===== src/rtl/config_pkg.sv =====
// Shared configuration for the UART transmit path and its upstream byte FIFO:
// bit timing, the byte type exchanged with the FIFO, and the transmitter states.
package config_pkg;

    // Default number of clk_i cycles per serial bit (must be >= 2).
    localparam int ClksPerBit = 4;

    // Byte type shared between the FIFO read port and the transmitter.
    typedef logic [7:0] ByteT;

    // Transmitter state register type and its encodings.
    typedef logic [1:0] UartStateT;

    localparam UartStateT UART_IDLE  = 2'd0;
    localparam UartStateT UART_START = 2'd1;
    localparam UartStateT UART_DATA  = 2'd2;
    localparam UartStateT UART_STOP  = 2'd3;

endpackage


===== src/rtl/uart_tx_baud_gen.sv =====
// Bit-period timer for the UART transmitter. Counts clk_i cycles within one
// serial bit and flags the last cycle of the bit with o_tick. i_restart forces
// the count back to zero so a new frame starts on a clean bit boundary.
module uart_baud_gen #(
    parameter int ClksPerBit = config_pkg::ClksPerBit
) (
    input  logic i_clk,
    input  logic i_reset,
    input  logic i_restart,
    output logic o_tick
);

    localparam int CntW = (ClksPerBit > 1) ? $clog2(ClksPerBit) : 1;
    localparam logic [CntW-1:0] CntMax = CntW'(ClksPerBit - 1);

    logic [CntW-1:0] r_cnt;
    logic [CntW-1:0] w_cnt_nxt;

    assign o_tick = (r_cnt == CntMax);

    // Next count: zero on restart or at the bit boundary, otherwise advance.
    always_comb begin
        w_cnt_nxt = r_cnt;
        if (i_restart || o_tick) begin
            w_cnt_nxt = {CntW{1'b0}};
        end else begin
            w_cnt_nxt = r_cnt + CntW'(1);
        end
    end

    // Count register with synchronous reset.
    always_ff @(posedge i_clk) begin
        if (i_reset) begin
            r_cnt <= {CntW{1'b0}};
        end else begin
            r_cnt <= w_cnt_nxt;
        end
    end

endmodule


===== src/rtl/uart_tx.sv =====
// 8N1 UART transmitter fed from a byte FIFO. A byte is popped with a one-cycle
// ack strobe and serialised as start bit, 8 data bits LSB first, stop bit.
// A waiting byte is accepted in the last stop-bit cycle so consecutive frames
// follow with no idle gap. tx and busy are registered; rd_data only reaches
// the shift register, never tx or ack combinationally.
module uart_tx
    import config_pkg::*;
#(
    parameter int ClksPerBit = config_pkg::ClksPerBit
) (
    input  logic clk_i,
    input  logic reset_i,
    input  logic rd_valid,
    input  ByteT rd_data,
    output logic ack,
    output logic tx,
    output logic busy
);

    UartStateT  r_state;
    ByteT       r_shift;
    logic [2:0] r_bit_cnt;
    logic       r_tx;
    logic       r_busy;

    UartStateT  w_state_nxt;
    ByteT       w_shift_nxt;
    logic [2:0] w_bit_nxt;
    logic       w_tx_nxt;
    logic       w_tick;
    logic       w_restart;
    logic       w_ack;

    // A new byte is taken when idle, or in the final stop-bit cycle; never in reset.
    assign w_ack = ~reset_i & rd_valid &
                   ((r_state == UART_IDLE) | ((r_state == UART_STOP) & w_tick));

    // Hold the bit timer at zero while idle and realign it whenever a frame starts.
    assign w_restart = w_ack | (r_state == UART_IDLE);

    assign ack  = w_ack;
    assign tx   = r_tx;
    assign busy = r_busy;

    uart_baud_gen #(
        .ClksPerBit (ClksPerBit)
    ) u_baud_gen (
        .i_clk     (clk_i),
        .i_reset   (reset_i),
        .i_restart (w_restart),
        .o_tick    (w_tick)
    );

    // Frame sequencing: next state, shift register, bit index and line level.
    always_comb begin
        w_state_nxt = r_state;
        w_shift_nxt = r_shift;
        w_bit_nxt   = r_bit_cnt;
        w_tx_nxt    = r_tx;
        if (w_ack) begin
            w_state_nxt = UART_START;
            w_shift_nxt = rd_data;
            w_bit_nxt   = 3'd0;
            w_tx_nxt    = 1'b0;
        end else begin
            case (r_state)
                UART_IDLE: begin
                    w_tx_nxt = 1'b1;
                end
                UART_START: begin
                    if (w_tick) begin
                        w_state_nxt = UART_DATA;
                        w_bit_nxt   = 3'd0;
                        w_tx_nxt    = r_shift[0];
                    end else begin
                        w_tx_nxt    = 1'b0;
                    end
                end
                UART_DATA: begin
                    if (w_tick) begin
                        w_shift_nxt = r_shift >> 1;
                        if (r_bit_cnt == 3'd7) begin
                            w_state_nxt = UART_STOP;
                            w_tx_nxt    = 1'b1;
                        end else begin
                            w_bit_nxt   = r_bit_cnt + 3'd1;
                            w_tx_nxt    = r_shift[1];
                        end
                    end else begin
                        w_tx_nxt    = r_shift[0];
                    end
                end
                UART_STOP: begin
                    if (w_tick) begin
                        w_state_nxt = UART_IDLE;
                    end else begin
                        w_state_nxt = UART_STOP;
                    end
                    w_tx_nxt = 1'b1;
                end
                default: begin
                    w_state_nxt = UART_IDLE;
                    w_tx_nxt    = 1'b1;
                end
            endcase
        end
    end

    // State and output registers; reset aborts any frame and idles the line high.
    always_ff @(posedge clk_i) begin
        if (reset_i) begin
            r_state   <= UART_IDLE;
            r_shift   <= 8'h00;
            r_bit_cnt <= 3'd0;
            r_tx      <= 1'b1;
            r_busy    <= 1'b0;
        end else begin
            r_state   <= w_state_nxt;
            r_shift   <= w_shift_nxt;
            r_bit_cnt <= w_bit_nxt;
            r_tx      <= w_tx_nxt;
            r_busy    <= (w_state_nxt != UART_IDLE);
        end
    end

endmodule


===== config.mk =====
export PLATFORM = sky130hd
export DESIGN_NAME = uart_tx
export DESIGN_NICKNAME = d
export VERILOG_FILES = /design/src/rtl/config_pkg.sv /design/src/rtl/uart_tx_baud_gen.sv /design/src/rtl/uart_tx.sv
export SDC_FILE = /design/constraint.sdc
export NUM_CORES = 1
export LEC_CHECK = 0
export ABC_AREA = 1
export BUFFER_PORTS_ARGS = -buffer_cell sky130_fd_sc_hd__buf_2
export CORE_MARGIN = 5
export CORE_UTILIZATION = 25
export DETAILED_ROUTE_END_ITERATION = 7
export PLACE_DENSITY = 0.45
export SYNTH_ARGS = -nofsm -noshare
export SYNTH_HDL_FRONTEND = slang
export SYNTH_SLANG_ARGS = --single-unit

===== constraint.sdc =====
create_clock -name clk_i -period 2.39 [get_ports clk_i]
set_input_delay 0.1195 -clock clk_i [delete_from_list [all_inputs] [get_ports clk_i]]
set_output_delay 0.1195 -clock clk_i [all_outputs]
set_load 0.005 [all_outputs]

==> impl_results.rst, run 1 <==
.. list-table::
   :header-rows: 1

   * - Metric
     - Value
   * - Buffer and inverter count on the worst path
     - 4
   * - CTS tree
     - built
   * - Internal Pwr Total
     - roughly 470 uW
   * - Syn nets
     - 164
   * - Fill cell instance count of the final layout
     - between 400 and 500
   * - Power density over the cells
     - about 560 nW/um^2
   * - Data arrival at the endpoint of the critical path
     - between 1500 and 2000 ps
   * - Sequential Area
     - roughly 340 sq um
   * - Cts bufs inserted
     - 3
   * - Worst setup path endpoint
     - ack
   * - Initial standard-cell utilization of the core
     - 0.259
   * - Area of the die
     - about 5500 sq um
   * - Max-slew violation count
     - 0
   * - Worst Path Max Fanout
     - 18
   * - Part of the total power dissipated in sequential elements
     - 0.478
   * - GRT Util Overall
     - 0.0917
   * - H-tree levels
     - 1
   * - Post-route ant nets
     - 0
   * - Clock network fraction of design power
     - 0.323
   * - Multi-input logic area
     - about 560 sq um
   * - Syn. warnings
     - 0
   * - Pleak
     - about 0.61 nW
   * - Final critical delay including setup and external delays
     - ~1700 ps
   * - Vias in the first global route
     - around 950
   * - Rows
     - 23
   * - Initial DRC Count
     - 19
   * - Initial antenna violation count
     - 0
   * - Final routed wirelength across all metal layers
     - just over 2000 um
   * - Capture instance of the worst register-to-register path
     - busy
   * - Maximum Capacitance Violations
     - 0
   * - Routed WL per cell
     - 9.89 um
   * - Type of the tightest min-delay check
     - input port to flop
   * - Cell type with the largest total area after synthesis
     - dfxtp_1
   * - Outcome
     - completed
   * - Pin count of the biggest net entering global routing
     - 19
   * - Ordered cell list for the critical path
     - inv_1 -> ha_1 -> inv_1 -> nand2_8 -> nand2_8 -> inv_1 -> buf_2
   * - Final worst-path cycle share
     - 0.701
   * - Register clock-pin slew on the reported worst setup and hold paths
     - 70 ps
   * - IR drop worst, VDD
     - roughly 0.14 mV
   * - PnR worst setup slack
     - roughly 710 ps
   * - Final HPWL DP
     - between 1500 and 2000 um
   * - Global-route wire length before repair
     - 3960 um
   * - X dimension of the die
     - approximately 74 um
   * - Cell class contributing the biggest share of worst-path delay
     - buffers and inverters
   * - Drt pass-1 iters
     - 4
   * - Origin of the worst setup path
     - r_state[1]
   * - NumNets Final
     - roughly 180
   * - Switching share of total power
     - 0.285
   * - Area of the mapped netlist
     - approximately 1000 sq um
   * - Sw power
     - 188 uW
   * - Vias per cell
     - 4.26
   * - Number of hold buffers added after cts
     - 0
   * - Number of standard cells after synthesis
     - between 100 and 150
   * - Required time of the critical path
     - around 2300 ps
   * - Total negative slack for setup checks
     - 0 ps
   * - Total Power
     - ~660 uW
   * - Source-to-sink clock delay at the later pin of the worst-skew pair
     - 250 ps
   * - FF-to-FF setup slack
     - 880 ps
   * - Via total after detailed routing
     - 891
   * - Worst slack at placement
     - roughly 870 ps
   * - Max Fclk
     - roughly 600 MHz
   * - Number of diodes
     - 0
   * - I/O Pins
     - 14
   * - Count of endpoints failing hold in the final timing report
     - 0
   * - Cells resized by post-CTS repair
     - 0
   * - Remaining global-route overflow
     - 0
   * - Final setup fails
     - 0
   * - GP Congestion
     - a little under 0.9
   * - Startpoint of the most critical register-to-register path
     - r_state[1]
   * - Slew at the pin closest to its max-slew limit
     - between 200 and 300 ps
   * - Clk buf depth
     - 2
   * - Area growth from synthesis to layout
     - 12.7%
   * - Final core occ
     - 0.292
   * - RSZ-0062 raised after global routing
     - false
   * - Fraction of layout instances using a drive strength above 1
     - 0.170
   * - Seq/Total Area, Yosys
     - 0.328
   * - Buffers inserted during post-CTS setup optimization
     - 0
   * - Crit Path Class
     - flop to output port
   * - Worst Clk Skew
     - around 5.5 ps
   * - Post-synthesis register bit count
     - 17
   * - R2R cell count
     - 7
   * - Mapped Avg Cell Area
     - about 7.2 sq um
   * - Critical Path Sink Type
     - output port
   * - Die boundary height
     - about 74 um
   * - Top-area cell type share of the netlist area
     - 0.328
   * - Startpoint types
     - flop
   * - Drt drc
     - 0
   * - Most frequent CP cell
     - inv_1
   * - Ranking of synthesized cells by area
     - dfxtp_1 33%, nand2_1 14%, nand3_1 11%
   * - Core area
     - approximately 4000 sq um
   * - Slowest cell on the critical path
     - dfxtp_1
   * - Stages on the worst setup path
     - 7
   * - Remaining max-slew budget at the tightest pin
     - 0.800
   * - CP max stage delay
     - 390 ps
   * - Input/output buffers
     - 13
   * - Post-synth cell types
     - 17
   * - Portion of total power attributed to combinational logic
     - 0.199
   * - Cell at the root of the clock tree
     - clkbuf_8
   * - Clock sink count
     - 17
[through the flow]
stage	hold WS [ps]	cell area, sq um	instances
floorplan	265	1040	145
detailed placement	395	1120	205
global route	131	1170	209
finish	130	1170	209
global placement	374	1120	205
CTS	124	1170	209
[sequential cells by signal, indices dropped and copies added, names as in the netlist]
| name | count |
|---|---|
| r_bit_cnt | 3 |
| r_shift | 8 |
| tx | 1 |
| r_state | 2 |
| u_baud_gen.r_cnt | 2 |
| busy | 1 |
[worst reg2reg max path, cell delays in order, from the launching register on]
cell	delay (ps)
dfxtp_1	390
inv_1	110
ha_1	190
inv_1	180
nand2_8	110
a21oi_1	250
nand3_1	130
nand2_1	90
[power groups by stage]
stage	combinational, mW	clock (mW)	sequential (mW)
floorplan	0.105	0	0.320
global placement	0.133	0	0.322
detailed placement	0.134	0	0.322
CTS	0.135	0.225	0.315
global route	0.152	0.240	0.318
finish	0.131	0.213	0.315
[routing by layer]
metal / track usage / part of all wire
met5: 0 / 0
met4: 0.0435 / 0.016
met3: 0.0230 / 0.028
met2: 0.158 / 0.48
met1: 0.106 / 0.48
[worst min-delay path by stage]
stage	from	endpoint	slack, ps	depth (start not counted)
after floorplan	rd_data[7]	r_shift[7]	260	2
after global placement	rd_data[7]	r_shift[7]	370	3
after detailed placement	rd_data[7]	r_shift[7]	390	3
after CTS	rd_data[7]	r_shift[7]	120	3
after global routing	rd_data[7]	r_shift[7]	130	3
final	rd_data[7]	r_shift[7]	130	3
[kinds of logic (layout without fill, tap and decap cells)]
kind of cell	count (synthesis)	in the layout	share of synthesized area
AND/OR/NAND/NOR	78	78	0.373
buffers and inverters	28	42	0.131
flip-flops	17	17	0.328
AO/OA/AOI/OAI	14	14	0.0712
adder cells (fa/ha/maj)	8	8	0.0965
[layout make-up]
| type | count | area share |
|---|---|---|
| Clock buffer | 3 | 0.0353 |
| Clock inverter | 1 | 0.00428 |
| Inverter | 25 | 0.0803 |
| Multi-Input combinational cell | 100 | 0.480 |
| Sequential cell | 17 | 0.291 |
| Tap cell | 50 | 0.0535 |
| Timing Repair Buffer | 13 | 0.0557 |
[cells in the mapped netlist, drive strengths merged]
cell and n:
nand2 46, inv 25, nand3 22, dfxtp 17, a21oi 11, nor2 9, ha 8, buf 3
o21ai 3, or2 1
[placed cells by master, fill, tap and decap left out, drive strengths merged]
cell type and instances:
clkbuf 3, o21ai 3, ha 8, a21oi 11
nor2 9, or2 1, clkinv 1, buf 13
nand3 22, dfxtp 17, nand2 46, inv 25
No activity file was read; power rests on OpenSTA's default activity.
==> inputs of run 2 (changes only) <==
- clock period: 2.39 -> 1.6 ns (I/O delays scaled with it)
==> run 2 against run 1 <==
Compared with the run above:
- die area unchanged
- count of clock-buffer cells in the layout rose by 1
- combinational power increased by 52%
- final cell count rose by 0.48%
- global-route usage shrank 0.41 points
- clock power is 53% higher
- highest routed layer unchanged
==> impl_results.rst, run 2 (same netlist as run 1, synthesis figures left out) <==
.. list-table::
   :header-rows: 1

   * - Metric
     - Value
   * - Outcome
     - completed
   * - Register clock-pin slew on the reported worst setup and hold paths
     - 70 ps (about the same)
   * - Top library cells by usage in the layout, fill and taps aside
     - 40 x nand2_1, 23 x inv_1, 22 x nand3_1
   * - Register with the most flip-flops
     - r_shift
   * - Vias per cell
     - 4.30 (+0.98%)
   * - Slew at the pin closest to its max-slew limit
     - 300 ps (+0.209 ps)
   * - Maximum Capacitance Violations
     - 0 (unchanged)
   * - Drt pass-1 iters
     - 4 (unchanged)
   * - Area of the die
     - 5540 sq um (unchanged)
   * - Die boundary height
     - 74.4 um (unchanged)
   * - Max Fclk
     - between 600 and 700 MHz
   * - Cells resized by post-CTS repair
     - 1 (+1)
   * - Drt drc
     - 0 (unchanged)
   * - Initial antenna violation count
     - 0 (unchanged)
   * - IR drop worst, VDD
     - 0.241 mV (+74%)
   * - Input/output buffers
     - 13 (unchanged)
   * - Startpoint types
     - flop
   * - Count of endpoints failing hold in the final timing report
     - 0 (unchanged)
   * - Dpl cells
     - 206 (+0.49%)
   * - CTS tree
     - built
   * - Final worst-path cycle share
     - 0.927
   * - Data arrival at the endpoint of the critical path
     - 1400 ps (-160 ps)
   * - Number of diodes
     - 0 (unchanged)
   * - Pleak
     - 0.610 nW (-0.43%)
   * - Final setup fails
     - 0 (unchanged)
   * - Total negative slack for setup checks
     - 0 ps (unchanged)
   * - Final HPWL DP
     - 1630 um (-1.6%)
   * - Critical Path Sink Type
     - output port
   * - PnR worst setup slack
     - 117 ps (-597 ps)
   * - Area after DPL
     - 1130 sq um (+0.67%)
   * - Summed area of non-filler cells in the final layout
     - 1180 sq um (+0.96%)
   * - GP Congestion
     - 0.860 (-2.8%)
   * - Cell at the root of the clock tree
     - clkbuf_8
   * - Commonest non-fill, non-tap cell in the layout
     - nand2_1
   * - Crit Path Class
     - flop to output port
   * - Remaining max-slew budget at the tightest pin
     - 0.800 (about the same)
   * - Clock sink count
     - 17 (unchanged)
   * - Global-route wire length before repair
     - 3760 um (-5.1%)
   * - Final critical delay including setup and external delays
     - roughly 1500 ps
   * - Power density over the cells
     - 844 nW/um^2 (+49%)
   * - Clock network fraction of design power
     - 0.327 (+0.004)
   * - I/O Pins
     - 14 (unchanged)
   * - Top Registers
     - r_shift: 8 flops, r_bit_cnt: 3 flops
   * - Vias in the first global route
     - 844 (-11%)
   * - Initial DRC Count
     - 37 (+18)
   * - Remaining global-route overflow
     - 0 (unchanged)
   * - Rows
     - 23 (unchanged)
   * - Type of the tightest min-delay check
     - input port to flop
   * - RSZ-0062 raised after global routing
     - false
   * - Required time of the critical path
     - 1520 ps (-750 ps)
   * - Pin count of the biggest net entering global routing
     - 19 (unchanged)
   * - X dimension of the die
     - 74.4 um (unchanged)
   * - NumNets Final
     - 180 (+0.56%)
   * - Via total after detailed routing
     - 904 (+1.5%)
   * - Initial standard-cell utilization of the core
     - 0.259 (unchanged)
   * - Core area
     - 4000 sq um (unchanged)
   * - Routed WL per cell
     - 10.4 um (+4.7%)
   * - Sw power
     - 284 uW (+51%)
   * - Area growth from synthesis to layout
     - 13.8%
   * - Final routed wirelength across all metal layers
     - 2170 um (+5.2%)
   * - Portion of total power attributed to combinational logic
     - 0.200 (about the same)
   * - Internal Pwr Total
     - 712 uW (+51%)
   * - Non-filler instance count after layout
     - 210 (+0.48%)
   * - Max-slew violation count
     - 0 (unchanged)
   * - GRT Util Overall
     - 0.0876 (-0.00408)
   * - Cts bufs inserted
     - 3 (unchanged)
   * - Worst Path Max Fanout
     - 18 (unchanged)
   * - Worst Clk Skew
     - 6.47 ps (+0.977 ps)
   * - Buffers inserted during post-CTS setup optimization
     - 0 (unchanged)
   * - Final core occ
     - 0.295 (+0.00282)
   * - Source-to-sink clock delay at the later pin of the worst-skew pair
     - 260 ps (about the same)
   * - Switching share of total power
     - 0.285 (+0.000451)
   * - Worst slack at placement
     - 143 ps (-731 ps)
   * - Number of flip-flops in the largest register
     - 8 (unchanged)
   * - Number of hold buffers added after cts
     - 0 (unchanged)
   * - Fraction of layout instances using a drive strength above 1
     - 0.194 (+0.0239)
   * - H-tree levels
     - 1 (unchanged)
   * - Clk buf depth
     - 2 (unchanged)
   * - Post-route ant nets
     - 0 (unchanged)
   * - Part of the total power dissipated in sequential elements
     - 0.474 (-0.004)
   * - Fill cell instance count of the final layout
     - 423 (-5.2%)
## run 2: critical path, cell delays in order (launching register included)
cell and delay (ps):
dfxtp_2 350, inv_1 80, ha_1 210, inv_2 110, nand2_8 90, nand2_8 130
inv_1 60, buf_2 120
## run 2: power groups by stage
stage	logic [mW]	registers [mW]	clock network, mW
2_1_floorplan	0.157	0.478	0
3_3_place_gp	0.197	0.480	0
3_5_place_dp	0.199	0.480	0
4_1_cts	0.202	0.470	0.338
5_1_grt	0.230	0.476	0.359
6_report	0.199	0.471	0.325
## run 2: final timing paths
kind | startpoint | endpoint | slack [ps] | cells after the start
max | r_state[0] | ack | 120 | 7
min | rd_data[7] | r_shift[7] | 80 | 3
max reg2reg | r_state[0] | r_bit_cnt[2] | 210 | 6
min reg2reg | u_baud_gen.r_cnt[0] | u_baud_gen.r_cnt[0] | 430 | 1
## run 2: area by class of cell
class | count | area, sq um | share of cell area
clock buffer | 4 | 45.0 | 0.0382
multi-input combinational | 100 | 563 | 0.477
inverter | 25 | 93.8 | 0.0795
tap | 50 | 62.6 | 0.0530
timing repair buffer | 14 | 72.6 | 0.0615
sequential | 17 | 343 | 0.291
## run 2: stage by stage
step | power (mW) | hold WS [ps]
finish | 0.995 | 76.1
floorplan | 0.635 | 225
global route | 1.06 | 86.5
detailed placement | 0.679 | 344
global placement | 0.677 | 339
CTS | 1.01 | 74.3
## run 2: layer usage
| layer | vias up | global-route usage | part of all wire |
|---|---|---|---|
| li1 | 481 | - | - |
| met4 | 0 | 0.0415 | 0.017 |
| met1 | 399 | 0.105 | 0.46 |
| met3 | 5 | 0.0216 | 0.045 |
| met5 | - | 0 | 0 |
| met2 | 19 | 0.146 | 0.47 |
==> inputs of run 3 (changes only) <==
- clock period: 1.6 -> 1.85 ns (I/O delays scaled with it)
==> run 3 against run 2 <==
Compared with the run above:
- core utilization decreased by 0.31 points
- sequential power decreased by 13%
- non-clock buffer count decreased by 1
- critical path type unchanged
==> impl_results.rst, run 3 (same netlist as run 1, synthesis figures left out) <==
.. list-table::
   :header-rows: 1

   * - Metric
     - Value
   * - Remaining max-slew budget at the tightest pin
     - 0.800 (about the same)
   * - Drt pass-1 iters
     - 4 (unchanged)
   * - Register clock-pin slew on the reported worst setup and hold paths
     - 70 ps (about the same)
   * - Top Registers
     - r_shift: 8 flops, r_bit_cnt: 3 flops
   * - PnR worst setup slack
     - 221 ps (+104 ps)
   * - Non-filler instance count after layout
     - 209 (-0.48%)
   * - Remaining global-route overflow
     - 0 (unchanged)
   * - Total Power
     - 856 uW (-14%)
   * - Initial DRC Count
     - 20 (-46%)
   * - Startpoint types
     - flop
   * - Sequential Area
     - 340 sq um (-0.73%)
   * - Clk buf depth
     - 2 (unchanged)
   * - Area of the die
     - 5540 sq um (unchanged)
   * - Rows
     - 23 (unchanged)
   * - Final routed wirelength across all metal layers
     - 2100 um (-3.6%)
   * - Total negative slack for setup checks
     - 0 ps (unchanged)
   * - CTS tree
     - built
   * - Initial standard-cell utilization of the core
     - 0.259 (unchanged)
   * - Global-route wire length before repair
     - 3810 um (+1.3%)
   * - Worst Path Max Fanout
     - 18 (unchanged)
   * - Area growth from synthesis to layout
     - 12.5%
   * - Clock network fraction of design power
     - 0.326 (about the same)
   * - GRT Util Overall
     - 0.0889 (+0.00131)
   * - Worst Hold Depth
     - 3 (unchanged)
   * - Startpoint of the most critical hold path
     - rd_data[7]
   * - Slew at the pin closest to its max-slew limit
     - 300 ps (-0.122 ps)
   * - Power density over the cells
     - 734 nW/um^2 (-13%)
   * - Final setup fails
     - 0 (unchanged)
   * - Dpl cells
     - 205 (-0.49%)
   * - Data arrival at the endpoint of the critical path
     - 1540 ps (+140 ps)
   * - Pin count of the biggest net entering global routing
     - 19 (unchanged)
   * - Initial antenna violation count
     - 0 (unchanged)
   * - Crit Path Class
     - flop to output port
   * - Number of diodes
     - 0 (unchanged)
   * - Worst Clk Skew
     - 2.50 ps (-3.96 ps)
   * - Clock sink count
     - 17 (unchanged)
   * - Vias in the first global route
     - 897 (+6.3%)
   * - Cts bufs inserted
     - 3 (unchanged)
   * - X dimension of the die
     - 74.4 um (unchanged)
   * - Origin of the worst setup path
     - r_state[0]
   * - Maximum Capacitance Violations
     - 0 (unchanged)
   * - Die boundary height
     - 74.4 um (unchanged)
   * - IR drop worst, VDD
     - 0.159 mV (-34%)
   * - Portion of total power attributed to combinational logic
     - 0.198 (-0.002)
   * - Number of hold buffers added after cts
     - 0 (unchanged)
   * - Count of endpoints failing hold in the final timing report
     - 0 (unchanged)
   * - Required time of the critical path
     - 1760 ps (+240 ps)
   * - Sw power
     - 243 uW (-14%)
   * - Startpoint of the most critical register-to-register path
     - r_state[0]
   * - Fill cell instance count of the final layout
     - 462 (+9.2%)
   * - NumNets Final
     - 179 (-0.56%)
   * - Slowest cell on the critical path
     - dfxtp_1
   * - Cell at the root of the clock tree
     - clkbuf_8
   * - RSZ-0062 raised after global routing
     - false
   * - Final critical delay including setup and external delays
     - 1630 ps
   * - Type of the tightest min-delay check
     - input port to flop
   * - Worst slack at placement
     - 340 ps (+197 ps)
   * - Fraction of layout instances using a drive strength above 1
     - 0.164 (-0.0302)
   * - Source-to-sink clock delay at the later pin of the worst-skew pair
     - 250 ps (about the same)
   * - Max Fclk
     - about 600 MHz
   * - Core area
     - 4000 sq um (unchanged)
   * - Number of flip-flops in the largest register
     - 8 (unchanged)
   * - Final worst-path cycle share
     - 0.880
   * - Critical Path Sink Type
     - output port
   * - Final HPWL DP
     - 1660 um (+2.4%)
   * - Via total after detailed routing
     - 886 (-2.0%)
   * - Drt drc
     - 0 (unchanged)
   * - Commonest non-fill, non-tap cell in the layout
     - nand2_1
   * - H-tree levels
     - 1 (unchanged)
   * - Ordered cell list for the critical path
     - inv_1 -> ha_1 -> inv_1 -> nand2_8 -> nand2_8 -> inv_1 -> buf_2
   * - CP max stage delay
     - 380 ps (+30 ps)
   * - Most frequent CP cell
     - inv_1
   * - Routed WL per cell
     - 10.0 um (-3.2%)
   * - Buffers inserted during post-CTS setup optimization
     - 0 (unchanged)
   * - I/O Pins
     - 14 (unchanged)
   * - Internal Pwr Total
     - 613 uW (-14%)
   * - Switching share of total power
     - 0.284 (-0.000937)
   * - Max-slew violation count
     - 0 (unchanged)
   * - Hold slack
     - 98.0 ps (+21.9 ps)
   * - R2R cell count
     - 7 (+1)
   * - GP Congestion
     - 0.885 (+2.9%)
   * - Top library cells by usage in the layout, fill and taps aside
     - 40 x nand2_1, 24 x inv_1, 22 x nand3_1
   * - Input/output buffers
     - 13 (unchanged)
   * - Pleak
     - 0.610 nW (about the same)
   * - Multi-input logic area
     - 561 sq um (-0.44%)
   * - Vias per cell
     - 4.24 (-1.5%)
   * - Outcome
     - completed
   * - Cells resized by post-CTS repair
     - 0 (-1)
   * - Post-route ant nets
     - 0 (unchanged)
   * - Register with the most flip-flops
     - r_shift
   * - Part of the total power dissipated in sequential elements
     - 0.476 (+0.002)
## run 3: through the flow
step / area [sq um] / utilization
6_report: 1170 / 0.292
5_1_grt: 1170 / 0.292
4_1_cts: 1170 / 0.292
3_5_place_dp: 1120 / 0.281
3_3_place_gp: 1120 / 0.281
2_1_floorplan: 1040 / -
## run 3: per-layer routing
metal	track usage	routed length [um]
met3	0.0230	76
met1	0.106	970
met5	0	0
met2	0.151	1030
met4	0.0375	16
## run 3: area by class of cell
class                   count  area share
multi-input cells         100       0.480
repair buffers             13      0.0557
clock buffers               4      0.0386
inverters                  25      0.0804
well taps                  50      0.0536
flip-flops and latches     17       0.292
## run 3: worst paths after layout
| check | to | slack (ps) |
|---|---|---|
| setup / recovery | ack | 220 |
| hold / removal | r_shift[7] | 100 |
| setup reg to reg | r_bit_cnt[0] | 340 |
| hold reg to reg | u_baud_gen.r_cnt[0] | 440 |
## run 3: critical path, delay by kind of cell (launching register included)
family | cells | cell delay, ps
flops | 1 | 380
fa+ha+maj | 1 | 200
buf+inv | 4 | 450
simple gates | 2 | 240
## run 3: power by group through the flow
stage	combinational (mW)	sequential, mW	clock (mW)
after global placement	0.172	0.416	0
final	0.169	0.408	0.279
after floorplan	0.136	0.413	0
after CTS	0.174	0.408	0.289
after detailed placement	0.173	0.416	0
after global routing	0.196	0.411	0.313
